===== src/rtl/eq_band_mixer.sv =====
// eq_band_mixer: per-channel POT-weighted sum of held band samples, saturated, volume-scaled, muteable.
// Latency: out_vld and new aud_out arrive NUM_CH*(NUM_BANDS+1)+1 cycles after an accepted smpl_vld.
// Backpressure: none; smpl_vld while busy is dropped and recorded in the sticky overrun flag.
module eq_band_mixer #(
  parameter int NUM_BANDS = 5,
  parameter int NUM_CH    = 2,
  parameter int DW        = 16,
  parameter int POT_W     = 12
) (
  input  logic                           clk,
  input  logic                           rst,
  input  logic [NUM_CH*NUM_BANDS*DW-1:0] band_smpl,
  input  logic [NUM_BANDS-1:0]           band_vld,
  input  logic [NUM_BANDS*POT_W-1:0]     pot,
  input  logic [POT_W-1:0]               volume,
  input  logic                           mute,
  input  logic                           smpl_vld,
  output logic [NUM_CH*DW-1:0]           aud_out,
  output logic                           out_vld,
  output logic                           busy,
  output logic                           overrun
);

  // Product and accumulator widths; the accumulator has headroom for NUM_BANDS full-scale products.
  localparam int PW = DW + POT_W + 1;
  localparam int AW = PW + $clog2(NUM_BANDS);
  localparam int BW = (NUM_BANDS > 1) ? $clog2(NUM_BANDS) : 1;
  localparam int CW = (NUM_CH > 1) ? $clog2(NUM_CH) : 1;

  localparam logic signed [AW-1:0] SAT_MAX = {{(AW-DW+1){1'b0}}, {(DW-1){1'b1}}};
  localparam logic signed [AW-1:0] SAT_MIN = {{(AW-DW+1){1'b1}}, {(DW-1){1'b0}}};

  typedef enum logic [1:0] {IDLE, MAC, VOL, DONE} state_t;

  state_t               state;
  logic [CW-1:0]        ch;
  logic [BW-1:0]        b;
  logic signed [AW-1:0] acc;

  logic signed [DW-1:0] hold     [NUM_CH][NUM_BANDS];
  logic signed [DW-1:0] hold_nxt [NUM_CH][NUM_BANDS];
  logic signed [DW-1:0] work     [NUM_CH][NUM_BANDS];
  logic [POT_W-1:0]     pot_work [NUM_BANDS];
  logic signed [DW-1:0] shadow   [NUM_CH];

  logic signed [DW-1:0] cur_smpl;
  logic [POT_W-1:0]     cur_pot;
  logic signed [PW-1:0] prod;
  logic signed [AW-1:0] acc_nxt;
  logic signed [AW-1:0] acc_shr;
  logic signed [DW-1:0] mix;
  logic signed [PW-1:0] vprod;
  logic signed [DW-1:0] vol_res;
  logic                 unused_vbits;

  assign busy = (state != IDLE);

  // Next hold contents; a strobe in the snapshot cycle must land in the snapshot too.
  always_comb begin
    for (int c = 0; c < NUM_CH; c++) begin
      for (int i = 0; i < NUM_BANDS; i++) begin
        hold_nxt[c][i] = band_vld[i] ? band_smpl[(c*NUM_BANDS+i)*DW +: DW] : hold[c][i];
      end
    end
  end

  // Shared MAC and volume datapath for the current (ch, b) position.
  always_comb begin
    cur_smpl = work[ch][b];
    cur_pot  = pot_work[b];
    prod     = {{(PW-DW){cur_smpl[DW-1]}}, cur_smpl} * {{(PW-POT_W){1'b0}}, cur_pot};
    acc_nxt  = acc + {{(AW-PW){prod[PW-1]}}, prod};
    // pot = 2^(POT_W-1) is unity gain, so drop POT_W-1 fraction bits.
    acc_shr  = acc >>> (POT_W-1);
    if (acc_shr > SAT_MAX) begin
      mix = {1'b0, {(DW-1){1'b1}}};
    end else if (acc_shr < SAT_MIN) begin
      mix = {1'b1, {(DW-1){1'b0}}};
    end else begin
      mix = acc_shr[DW-1:0];
    end
    // Volume is below unity, so the floor-shifted product always fits in DW bits.
    vprod   = {{(PW-DW){mix[DW-1]}}, mix} * {{(PW-POT_W){1'b0}}, volume};
    vol_res = mute ? '0 : vprod[POT_W +: DW];
  end

  assign unused_vbits = ^{vprod[PW-1:POT_W+DW], vprod[POT_W-1:0]};

  // Band hold registers keep capturing while a mix runs; the mix reads only its snapshot.
  always_ff @(posedge clk) begin
    if (rst) begin
      for (int c = 0; c < NUM_CH; c++) begin
        for (int i = 0; i < NUM_BANDS; i++) begin
          hold[c][i] <= '0;
        end
      end
    end else begin
      for (int c = 0; c < NUM_CH; c++) begin
        for (int i = 0; i < NUM_BANDS; i++) begin
          hold[c][i] <= hold_nxt[c][i];
        end
      end
    end
  end

  // Mix sequencer: snapshot, one MAC per cycle per band, one volume cycle per channel.
  // The output register loads on the last VOL cycle so out_vld coincides with the DONE cycle.
  always_ff @(posedge clk) begin
    if (rst) begin
      state   <= IDLE;
      ch      <= '0;
      b       <= '0;
      acc     <= '0;
      out_vld <= 1'b0;
      overrun <= 1'b0;
      aud_out <= '0;
      for (int c = 0; c < NUM_CH; c++) begin
        shadow[c] <= '0;
        for (int i = 0; i < NUM_BANDS; i++) begin
          work[c][i] <= '0;
        end
      end
      for (int i = 0; i < NUM_BANDS; i++) begin
        pot_work[i] <= '0;
      end
    end else begin
      out_vld <= 1'b0;
      if (smpl_vld && (state != IDLE)) begin
        overrun <= 1'b1;
      end
      case (state)
        IDLE: begin
          if (smpl_vld) begin
            for (int c = 0; c < NUM_CH; c++) begin
              for (int i = 0; i < NUM_BANDS; i++) begin
                work[c][i] <= hold_nxt[c][i];
              end
            end
            for (int i = 0; i < NUM_BANDS; i++) begin
              pot_work[i] <= pot[i*POT_W +: POT_W];
            end
            ch    <= '0;
            b     <= '0;
            acc   <= '0;
            state <= MAC;
          end
        end
        MAC: begin
          acc <= acc_nxt;
          if (b == BW'(NUM_BANDS-1)) begin
            state <= VOL;
          end else begin
            b <= b + 1'b1;
          end
        end
        VOL: begin
          shadow[ch] <= vol_res;
          if (ch == CW'(NUM_CH-1)) begin
            for (int c = 0; c < NUM_CH; c++) begin
              aud_out[c*DW +: DW] <= (c == NUM_CH-1) ? vol_res : shadow[c];
            end
            out_vld <= 1'b1;
            state   <= DONE;
          end else begin
            ch    <= ch + 1'b1;
            b     <= '0;
            acc   <= '0;
            state <= MAC;
          end
        end
        DONE: begin
          state <= IDLE;
        end
        default: begin
          state <= IDLE;
        end
      endcase
    end
  end

endmodule


===== config.mk =====
export PLATFORM = sky130hd
export DESIGN_NAME = eq_band_mixer
export DESIGN_NICKNAME = d
export VERILOG_FILES = /design/src/rtl/eq_band_mixer.sv
export SDC_FILE = /design/constraint.sdc
export NUM_CORES = 2
export LEC_CHECK = 0
export BUFFER_PORTS_ARGS = -buffer_cell sky130_fd_sc_hd__buf_2
export CAP_MARGIN = 10
export CORE_MARGIN = 3
export CORE_UTILIZATION = 57
export CTS_BUF_LIST = sky130_fd_sc_hd__clkbuf_4 sky130_fd_sc_hd__clkbuf_8
export DETAILED_ROUTE_END_ITERATION = 10
export PLACE_DENSITY = 0.8
export SLEW_MARGIN = 25
export SYNTH_ARGS = -nofsm -noshare
export SYNTH_HDL_FRONTEND = slang
export SYNTH_SLANG_ARGS = --single-unit
export TNS_END_PERCENT = 100

===== constraint.sdc =====
create_clock -name clk -period 8.21 [get_ports clk]
set_clock_uncertainty 0.2 [all_clocks]
set_input_delay 1.642 -clock clk [delete_from_list [all_inputs] [get_ports clk]]
set_output_delay 1.642 -clock clk [all_outputs]
set_load 0.005 [all_outputs]

## After elaboration in Yosys (flattened, before gate mapping)

Memories as Yosys holds them, arrays and structs flattened. A register that Yosys moved wholly into a read port is not among the register bits.
Index checks and enable logic that the tools add are counted.

| storage, ports and cells | value |
|---|---|
| flip-flop bits (word level) | 72 |
| memory bits (writable) | 412 |
| output and inout port bits | 35 |
| input bits | 241 |
| memories | 4 |

| cells by class | value |
|---|---|
| magnitude comparators | 3 |
| eq/ne operators | 8 |
| bitwise operators | 27 |
| multiplexer cells | 73 |
| reductions and logical operators | 12 |
| $add $sub $neg | 3 |
| multipliers | 2 |

Memories:

| memory | words | width | read ports | clocked after Yosys merged registers in | wr ports | line | source |
|---|---|---|---|---|---|---|---|
| hold | 2 | 80 | 2 | 0 | 2 | 40 | `logic signed [DW-1:0] hold [NUM_CH][NUM_BANDS];` |
| work | 2 | 80 | 1 | 1 | 2 | 42 | `logic signed [DW-1:0] work [NUM_CH][NUM_BANDS];` |
| pot_work | 5 | 12 | 1 | 1 | 5 | 43 | `logic [POT_W-1:0] pot_work [NUM_BANDS];` |
| shadow | 2 | 16 | 1 | 1 | 2 | 44 | `logic signed [DW-1:0] shadow [NUM_CH];` |

Operator list:

| cell | count |
|---|---|
| 2-to-1 mux 16 bit | 36 |
| case mux 32 bit (3 select lines) | 1 |
| 2-to-1 mux 32 bit | 2 |
| 2-to-1 mux 12 bit | 5 |
| binary-select mux 16 bit (select 3 bit) | 1 |
| adder 32 bit | 1 |
| multiplier 16 x 13 -> 29 bit | 1 |
| multiplier 16 x 13 -> 28 bit | 1 |
| OR 1 bit | 25 |
| > comparator 21 x 16 -> 1 bit, second input constant | 1 |
| less-than comparator 21 x 16 -> 1 bit, second input constant | 1 |
| 2-to-1 mux 1 bit | 17 |
| OR reduction 16 bit | 1 |
| 2-to-1 mux 3 bit | 5 |
| case mux 3 bit (3 select lines) | 1 |
| inequality test 2 bit, second input constant | 4 |
| case mux 2 bit (4 select lines) | 1 |
| 2-to-1 mux 2 bit | 3 |
| AND reduction 2 bit | 3 |
| equality test 2 bit, second input constant | 2 |
| >= comparator 4 bit, second input constant | 1 |
| inverter 3 -> 4 bit | 1 |
| AND reduction 4 bit | 1 |
| nonzero test 2 bit | 2 |
| other kinds (11) | 11 |

## Longest topological paths before layout

| logic depth | value |
|---|---|
| word-level depth | 7 |
| mapped depth | 37 |
| depth with buffers taken out | 35 |

## Worst setup path before layout

No wires, ideal clock.

| timing | value |
|---|---|
| kind | register to register |
| start | register (tool-made name) |
| end | register acc[31] |
| required time | 7,941 ps |
| path slack | -657 ps |
| data arrival time | 8,598 ps |
| stages on the path, launching flop included | 33 |
| cell sequence | dfxtp_1 -> buf_1 -> mux4_2 -> mux2i_1 -> clkbuf_1 -> nor2_1 -> fa_1 -> inv_1 -> fa_1 -> inv_1 -> fa_1 -> fa_1 -> inv_1 -> fa_1 -> inv_1 -> ha_1 -> or4_1 -> o22ai_1 -> nor2_1 -> o21ai_0 -> nand2b_1 -> xor2_1 -> ha_1 -> and4_1 -> nand2_1 -> or2_1 -> o32a_4 -> o311a_4 -> o31ai_4 -> a31oi_1 -> xor2_1 -> or3_1 -> o21ai_1 |

RTL lines:

| element | line | source |
|---|---|---|
| end signal: assignment | 149 | `acc <= acc_nxt;` |
| end: declaration | 38 | `logic signed [AW-1:0] acc;` |

==> impl_results.md <==
- Routed Antenna Nets: 0
- EDFF count, synth: 236
- Min-Delay Endpoint: aud_out[14]
- Synth Cell Area: 33,600 um^2
- Area contributors post-synth: edfxtp_1 21%, fa_1 21%, dfxtp_1 14%, ha_1 6.0%, mux2i_1 5.9%
- Crit Reg-Reg Endpoint: acc[31]
- Max Freq: 120 MHz
- Post-synth top cells: 471 x inv_1, 353 x fa_1, 327 x nor2_1
- Max Cap Viol: 0
- Area grow syn2layout: 15.6%
- DRT iter0 DRCs: 1,779
- Worst R2R Setup Slack: -140 ps
- GP Congestion: 0.915
- CTS Hold Buffers Added: 0
- Fraction of layout cells with a size suffix above 1: 19.9%
- Failing checks: negative setup slack
- Mapped Cells: 3,262
- Remaining DRCs: 0
- Fin cells: 4,453
- Setup violators final: 1
- GRT Overall Usage: 25.6%
- Max incr delay on CP: 520 ps
- Port Buf Inserts: 275
- Post-route design area: 38,900 um^2
- Starting Density: 57.9%
- Yosys Warn Count: 0
- Worst skew pair latency: 700 ps
- Ports: 276
- Endpoints failing hold: 0
- Clk Tree Root Cell: clkbuf_8
- Crit-path slowest cell: fa_1
- Final period utilization: 102%
- Vias per Instance: 5.50
- Largest family of logic cells by synthesized area: adder cells
- Routed wire length: 80,200 um
- Core footprint: 58,000 um^2
- Worst relative slew slack: 31.1%
- Fillers: 4,209
- Die width: 249 um
- Async SR Flop Fraction: 0%
- Hold_sp: aud_out[14]
- Hold Crit Class: flip-flop to flip-flop
- Distinct cell type count after synthesis: 70
- Via count: 24,508
- Mapped Nets: 4,016
- Final core occ: 67.0%
- Xor/xnor share of the synthesized area: 1.93%
- DR pass1 iterations: 5
- Register area share after synthesis: 35.1%
- Overall die height: 249 um
- Average wire per standard cell: 18.0 um
- Worst-Margin Slew: 1030 ps
- Adder-cell share of the synthesized area: 27.0%
- Tmin final: 8350 ps
- Yosys top cell area share: 21.1%
- Run status: finished with violations
- Crit path DAT: 8780 ps
- CP Capture Type: flip-flop
- Synth area leader: edfxtp_1
- R2r worst-path depth: 36
- Unrepaired setup endpoints after global routing: true
- Startpoint Class: flip-flop
- Nets: 4,378
- CTS Buf Count: 76
- FP Rows: 88
- Hold path depth: 2
- Clock transition at path regs: 60 ps
- Vias in the first global route: 24,972
- Synth Area in Compound Gates: 5.91%
- Cell with the most instances after synthesis: inv_1
- Die area: 61,900 um^2
- CTS Buffer Depth: 3
- Max Slew Vio Count: 0
- WS Path Type: flip-flop to flip-flop
- H-tree depth: 3
- Number of antenna violations at the first check in global routing: 2
- Post-synthesis simple-gate area fraction: 13.9%
- Global route overflow: 0
- Post-Place Cell Area: 36,600 um^2
- Mean Syn Cell Area: 10.3 um^2
- #FFs+latches synth: 472
- Mux share of post-synthesis cell area: 9.08%
- Placed cells: 4,293
- Top_reg_cell synth: edfxtp_1
- DP Wirelength: 60,200 um
- Sink Count: 472
- Worst Path Required: 8640 ps
- Final WS setup: -136 ps
- CTS tree: built
- Pin count of the biggest net entering global routing: 193
- First-pass GRT wire length: 127,000 um
- Critical Path Fanout Max: 7
[per-layer routing]
metal	up-vias	GRT usage (%)	part of all wire, %
met1	12039	33.5	41
met3	199	4.18	6.5
met4	0	10.9	4.0
met5	-	0	0
met2	855	42.3	49
li1	11415	-	-
[logic make-up (layout without fill, tap and decap cells)]
family	after synthesis	count (layout)
simple gates	1019	1019
buf+inv	635	1059
fa+ha+maj	513	513
flops	472	472
compound gates	300	300
mux	249	249
xor+xnor	74	74
other cells	0	2
[how the worst max path moves through the flow]
| stage | end | slack, ps |
|---|---|---|
| 6_report | acc[31] | -140 |
| 5_1_grt | acc[31] | -430 |
| 4_1_cts | acc[31] | -30 |
| 3_5_place_dp | acc[31] | -240 |
| 3_3_place_gp | acc[31] | -50 |
| 2_1_floorplan | acc[31] | -250 |
[layout by cell type, fill, tap and decap left out, types with 12 or more instances in the layout]
| cell | n |
|---|---|
| a21o_1 | 44 |
| nand2_1 | 267 |
| nor2b_1 | 21 |
| and2_1 | 157 |
| nor2_1 | 315 |
| xor2_1 | 29 |
| inv_1 | 460 |
| mux2i_1 | 190 |
| dfxtp_1 | 235 |
| buf_4 | 153 |
| fa_1 | 350 |
| buf_2 | 273 |
| o22a_1 | 12 |
| clkbuf_8 | 85 |
| o21ai_0 | 21 |
| mux4_2 | 44 |
| a21oi_2 | 12 |
| xnor2_1 | 43 |
| ha_1 | 153 |
| clkbuf_4 | 27 |
| o21ai_1 | 26 |
| edfxtp_1 | 236 |
| nor3_1 | 179 |
| a21oi_1 | 84 |
[stage by stage]
step | hold WS [ps] | TNS, ps | worst slack [ps]
finish | 252 | -136 | -136
global route | 272 | -2090 | -429
CTS | 252 | -34.3 | -34.3
detailed placement | 244 | -381 | -237
global placement | 237 | -46.4 | -46.4
floorplan | 246 | -252 | -252
[registers in the layout (all words and copies together) (netlist names), 2 cells and up, named ones only]
register / count
aud_out: 32
work: 160
pot_work: 60
b: 3
hold: 160
state: 2
acc: 32
shadow: 16
[area by class of cell]
cell class / instances / area [um^2] / area share (%)
multi-input combinational: 2155 / 19800 / 51.0
sequential: 472 / 11800 / 30.4
antenna: 2 / 5.00 / 0.0129
timing repair buffer: 447 / 2830 / 7.28
clock inverter: 28 / 293 / 0.753
inverter: 472 / 1780 / 4.57
tap: 765 / 957 / 2.46
clock buffer: 112 / 1370 / 3.53
[worst max-delay path: cells and delay by family, from the launching register on]
family,cells,cell delay [ps]
buf+inv,8,710
compound gates,10,2000
simple gates,7,1060
flops,1,380
fa+ha+maj,7,2950
xor+xnor,2,340
mux,2,630
[repair_timing]
item	CTS	global route
pin swaps	13	49
endpoints found under the hold margin	0	0
buffers inserted	7	11
setup endpoints to repair	3	14
gates resized for setup	16	88
Power is not shown: default switching activity piles up to over one toggle a cycle in this logic, so the estimate is an artifact.
